==> src/rtl/uart_reg_bridge.sv <==
// uart_reg_bridge: decodes a UART byte stream into register writes/reads and returns read data over UART
//   clk, rstb               clock (rising edge), asynchronous active-low reset
//   rx_valid, rx_data       one-cycle received-byte strobe and its value
//   tx_busy                 UART transmitter busy
//   tx_wr_en, tx_wr_data    one-cycle transmit request and the byte to send (read response)
//   reg_wr_en, reg_rd_en    one-cycle register write / read strobes
//   reg_addr, reg_wr_data   register address and write data, held between commands
//   reg_rd_data             register read data, valid one cycle after reg_rd_en
//   drop_err                sticky: a byte arrived while a command was executing
//   busy                    high whenever not idle
// Commands: 0x00 addr data = write, 0x01 addr = read.
module uart_reg_bridge #(
    parameter int TIMEOUT_CYCLES = 100000
) (
    input  logic       clk,
    input  logic       rstb,
    input  logic       rx_valid,
    input  logic [7:0] rx_data,
    input  logic       tx_busy,
    output logic       tx_wr_en,
    output logic [7:0] tx_wr_data,
    output logic       reg_wr_en,
    output logic       reg_rd_en,
    output logic [7:0] reg_addr,
    output logic [7:0] reg_wr_data,
    input  logic [7:0] reg_rd_data,
    output logic       drop_err,
    output logic       busy
);
    localparam int CW = $clog2(TIMEOUT_CYCLES + 1);

    typedef enum logic [3:0] {
        IDLE, GET_ADDR, GET_DATA, WRITE, READ, READ_WAIT, TX_WAIT, TX_SEND, TX_HOLD
    } state_t;

    state_t        state, state_nx;
    logic [CW-1:0] tmo_cnt;
    logic          op_rd;
    logic          collect;
    logic          tmo;

    assign collect = state == GET_ADDR || state == GET_DATA;
    assign tmo = tmo_cnt == CW'(TIMEOUT_CYCLES - 1);

    assign reg_wr_en = state == WRITE;
    assign reg_rd_en = state == READ;
    assign tx_wr_en  = state == TX_SEND;
    assign busy      = state != IDLE;

    // A byte arriving in the expiry cycle is taken before the timeout is considered.
    always_comb begin
        state_nx = state;
        case (state)
            IDLE:      state_nx = (rx_valid && rx_data[7:1] == 7'd0) ? GET_ADDR : IDLE;
            GET_ADDR:  state_nx = rx_valid ? (op_rd ? READ : GET_DATA) : (tmo ? IDLE : GET_ADDR);
            GET_DATA:  state_nx = rx_valid ? WRITE : (tmo ? IDLE : GET_DATA);
            READ:      state_nx = READ_WAIT;
            READ_WAIT: state_nx = TX_WAIT;
            TX_WAIT:   state_nx = tx_busy ? TX_WAIT : TX_SEND;
            TX_SEND:   state_nx = TX_HOLD;
            default:   state_nx = IDLE;
        endcase
    end

    always_ff @(posedge clk or negedge rstb) begin
        if (!rstb) begin
            state       <= IDLE;
            tmo_cnt     <= '0;
            op_rd       <= 1'b0;
            reg_addr    <= '0;
            reg_wr_data <= '0;
            tx_wr_data  <= '0;
            drop_err    <= 1'b0;
        end else begin
            state       <= state_nx;
            tmo_cnt     <= (collect && !rx_valid && !tmo) ? tmo_cnt + CW'(1) : '0;
            if (state == IDLE && rx_valid) op_rd <= rx_data[0];
            if (state == GET_ADDR && rx_valid) reg_addr <= rx_data;
            if (state == GET_DATA && rx_valid) reg_wr_data <= rx_data;
            if (state == READ_WAIT) tx_wr_data <= reg_rd_data;
            // Bytes during command execution are discarded and flagged.
            if (rx_valid && state != IDLE && !collect) drop_err <= 1'b1;
        end
    end
endmodule
==> config.mk <==
export PLATFORM = sky130hd
export DESIGN_NAME = uart_reg_bridge
export DESIGN_NICKNAME = d
export VERILOG_FILES = /design/src/rtl/uart_reg_bridge.sv
export SDC_FILE = /design/constraint.sdc
export NUM_CORES = 1
export LEC_CHECK = 0
export CAP_MARGIN = 10
export CORE_ASPECT_RATIO = 2
export CORE_MARGIN = 4
export CORE_UTILIZATION = 45
export DETAILED_ROUTE_END_ITERATION = 10
export DONT_BUFFER_PORTS = 1
export GPL_TIMING_DRIVEN = 0
export SLEW_MARGIN = 5
export SYNTH_ARGS = -nofsm -noshare
export SYNTH_HDL_FRONTEND = slang
export SYNTH_SLANG_ARGS = --single-unit
==> constraint.sdc <==
create_clock -name clk -period 2.3 [get_ports clk]
set_clock_uncertainty 0.1 [all_clocks]
set_input_delay 0.46 -clock clk [delete_from_list [all_inputs] [get_ports clk]]
set_output_delay 0.46 -clock clk [all_outputs]
set_load 0.01 [all_outputs]
==> PnR_summary.wiki <==
{| class="wikitable"
! Metric !! Value
|-
| Worst Path Required || 1740 ps
|-
| Crit Path Category || reg -> out
|-
| Leakage dissipation || 0.962 nW
|-
| Largest net degree at the start of global routing || 48
|-
| Die H || 106 um
|-
| Maximum fanout encountered on the critical timing path || 7
|-
| Number of hold violations in the final report || 0
|-
| Die width || 57.2 um
|-
| Post-Route Setup TNS || 0 ps
|-
| Number of buffers inserted during clock tree synthesis || 5
|-
| Area enclosed by the die boundary || 6090 sq um
|-
| Fraction of power consumed by sequential logic || 0.523
|-
| Clock H-tree levels || 2
|-
| Post-route fraction of the period consumed by the critical path || 0.841
|-
| Mapped cell area || 2180 sq um
|-
| HPWL after detailed placement || 3280 um
|-
| Core Rows || 35
|-
| FF-to-FF Start || tmo_cnt[0]
|-
| Setup slack, reg-to-reg || 500 ps
|-
| Clock buffer depth || 2
|-
| Clock-pin transition on the worst setup and hold timing paths || 80 ps
|-
| Clk pwr share || 0.213
|-
| Final setup violating endpoints || 0
|-
| Share of post-route cells with drive strength above 1 || 0.317
|-
| Mapped Nets || 198
|-
| Non-filler cells, final || 241
|-
| Outcome || complete, no violations
|-
| Setup repair after global routing missed its margin || no
|-
| Endpoint type of the worst setup path || output port
|-
| Number of hold-repair buffers added at the cts stage || 2
|-
| Starting density of the core || 0.469
|-
| Clock sink count || 47
|-
| Sequential fraction of the synthesis area || 0.540
|-
| Number of antenna diodes || 0
|-
| Wire length of the first global-routing pass || 7340 um
|-
| Fraction of power spent switching nets || 0.343
|-
| Path type of the worst min-delay path || in -> reg
|-
| Ratio of total power to cell area || 1120 nW/um^2
|-
| Final cell utilization of the core || 0.514
|-
| Pint || 1.75 mW
|-
| Top-level port count || 49
|-
| Number of violations reported at the end of detailed-routing iteration 0 || 13
|-
| Post-cts repair resize count || 0
|-
| Core area || 4640 sq um
|-
| Worst Min Path Start || reg_rd_data[5]
|-
| Proportion of register bits with asynchronous set or reset after synthesis || 1.00
|-
| Reg2reg end || tmo_cnt[9]
|-
| Synth Instances || 177
|-
| Clock tree from TritonCTS || yes
|-
| Number of nets in the layout || 207
|-
| Clock latency at the later pin of the worst-skew pair || 290 ps
|-
| Min cycle time layout || 1940 ps
|-
| Count of distinct cell types in the synthesized netlist || 34
|-
| Total of flip-flops plus latches after synthesis || 47
|-
| Worst Setup Slack post-DPL || 502 ps
|-
| Post-Syn Area per Cell || 12.3 sq um
|-
| Worst R2R Path Depth || 6
|-
| Timing-limited maximum frequency || 0.517 GHz
|-
| Initial antenna violation count || 0
|-
| Iteration count of the initial detailed-routing pass || 3
|-
| Largest voltage drop on the vdd net || 0.657 mV
|-
| Gr usage total || 0.154
|-
| Worst setup margin || 365 ps
|-
| CTS root buffer || sky130_fd_sc_hd__clkbuf_8
|-
| Post-detailed-route via-to-cell ratio || 5.59
|-
| Number of vias after detailed routing || 1346
|-
| Critical path data arrival time || 1380 ps
|-
| Crit. Startpoint || state[3]
|-
| Max_slew headroom || 0.736
|-
| Wire length per cell after detailed routing || 17.8 um
|-
| Placed Cells || 232
|-
| Hold Path Cell Cnt || 1
|-
| Actual transition at the worst max-transition pin || 393 ps
|-
| Wire length reported by the detailed router || 4280 um
|-
| Number of maximum-capacitance violations || 0
|-
| Psw || 914 uW
|-
| Total of warnings raised by yosys || 0
|-
| Number of global-route vias before repair || 1608
|-
| Final Slew Violations || 0
|-
| Top_reg_cell synth || sky130_fd_sc_hd__dfrtp_1
|-
| Startpoint types || flop
|-
| Hold-critical path endpoint || tx_wr_data[5]
|-
| EDFF count, synth || 0
|-
| RePlAce Congestion || 0.765
|-
| Residual DRC count || 0
|-
| Proportion of power drawn by combinational gates || 0.264
|-
| Post-CTS Setup Bufs || 0
|-
| Antenna viol nets, final || 0
|-
| Signed area change from the synthesized netlist to the final layout || 9.59%
|-
| Total of buffers placed on input and output ports || 0
|-
| GRT Residual Overflow || 0
|}
[critical path, cell delays in order (launching register included)]
cell and delay [ps]:
sky130_fd_sc_hd__dfrtp_1 470, sky130_fd_sc_hd__nand2b_1 260, sky130_fd_sc_hd__nor3_1 360
[worst max-delay path by stage]
stage	cells past startpoint	slack (ps)	end
after floorplan	6	720	tmo_cnt[8]
after global placement	6	530	tmo_cnt[10]
after detailed placement	6	500	tmo_cnt[14]
after CTS	2	330	reg_rd_en
after global routing	2	270	reg_rd_en
final	2	360	reg_rd_en
[synthesized netlist by cell type (2+ instances only)]
| cell | count | area (sq um) |
|---|---|---|
| sky130_fd_sc_hd__dfrtp_1 | 47 | 1180 |
| sky130_fd_sc_hd__mux2_2 | 25 | 282 |
| sky130_fd_sc_hd__nor2_1 | 14 | 52.6 |
| sky130_fd_sc_hd__nand2_1 | 12 | 45.0 |
| sky130_fd_sc_hd__xnor2_1 | 12 | 105 |
| sky130_fd_sc_hd__nor2_2 | 11 | 68.8 |
| sky130_fd_sc_hd__nor3_1 | 8 | 40.0 |
| sky130_fd_sc_hd__nand3_1 | 5 | 25.0 |
| sky130_fd_sc_hd__nor4_2 | 5 | 62.6 |
| sky130_fd_sc_hd__inv_1 | 4 | 15.0 |
| sky130_fd_sc_hd__xor2_1 | 4 | 35.0 |
| sky130_fd_sc_hd__nand3_2 | 3 | 30.0 |
| sky130_fd_sc_hd__a21oi_1 | 2 | 10.0 |
| sky130_fd_sc_hd__a31oi_1 | 2 | 12.5 |
| sky130_fd_sc_hd__nand4_1 | 2 | 12.5 |
| sky130_fd_sc_hd__nand4_4 | 2 | 42.5 |
| sky130_fd_sc_hd__o21ai_0 | 2 | 10.0 |
[routing by layer]
metal,up-vias,GRT usage,part of all wire
met5,-,0,0
met4,0,0.0796,0.035
met3,14,0.0583,0.059
met2,41,0.286,0.57
met1,663,0.136,0.34
li1,628,-,-
[area by class of cell]
type	count	area (sq um)
Fill cell	420	2250
Sequential cell	47	1180
Multi-Input combinational cell	122	956
Clock buffer	6	72.6
Tap cell	55	68.8
Timing Repair Buffer	2	37.5
Buffer	4	31.3
Clock inverter	1	30.0
Inverter	4	15.0
[cell families (layout without fill, tap and decap cells)]
family	Yosys count	after routing	share of synthesized area
and+or+nand+nor	70	70	0.210
xor gates and xnor gates	16	16	0.0643
adders and majority gates	1	1	0.00574
muxes	25	25	0.129
AOI/OAI and AO/OA	10	10	0.0293
DFF	47	47	0.540
buffers and inverters	8	17	0.0212
[stage by stage]
| stage | hold slack, ps | power, mW | cell area, sq um |
|---|---|---|---|
| 2_1_floorplan | 64.4 | 1.93 | 2180 |
| 3_3_place_gp | 66.0 | 2.08 | 2250 |
| 3_5_place_dp | 66.0 | 2.11 | 2250 |
| 4_1_cts | 201 | 2.72 | 2390 |
| 5_1_grt | 194 | 2.83 | 2390 |
| 6_report | 214 | 2.66 | 2390 |
[power groups by stage]
stage,Sequential (mW),Combinational (mW),Clock [mW]
2_1_floorplan,1.34,0.586,0
3_3_place_gp,1.41,0.662,0
3_5_place_dp,1.42,0.693,0
4_1_cts,1.40,0.717,0.597
5_1_grt,1.43,0.783,0.622
6_report,1.39,0.703,0.567
[registers in the layout (all words and copies together) (netlist names)]
name         cells
tx_wr_data       8
reg_wr_data      8
op_rd            1
tmo_cnt         17
drop_err         1
state            4
reg_addr         8
[layout by cell type, fill, tap and decap left out, types with 2 or more instances in the layout]
cell,synthesis,routed
sky130_fd_sc_hd__nand4_4,2,2
sky130_fd_sc_hd__o21ai_0,2,2
sky130_fd_sc_hd__nor3_1,8,8
sky130_fd_sc_hd__a31oi_1,2,2
sky130_fd_sc_hd__nor4_2,5,5
sky130_fd_sc_hd__a21oi_1,2,2
sky130_fd_sc_hd__dfrtp_1,47,47
sky130_fd_sc_hd__clkbuf_8,0,5
sky130_fd_sc_hd__xnor2_1,12,12
sky130_fd_sc_hd__xor2_1,4,4
sky130_fd_sc_hd__nand3_2,3,3
sky130_fd_sc_hd__nand2_1,12,12
sky130_fd_sc_hd__clkbuf_1,1,2
sky130_fd_sc_hd__inv_1,4,4
sky130_fd_sc_hd__nor2_1,14,14
sky130_fd_sc_hd__nand3_1,5,5
sky130_fd_sc_hd__nand4_1,2,2
sky130_fd_sc_hd__nor2_2,11,11
sky130_fd_sc_hd__mux2_2,25,25
Note: power is estimated with default switching activity, not from simulation.
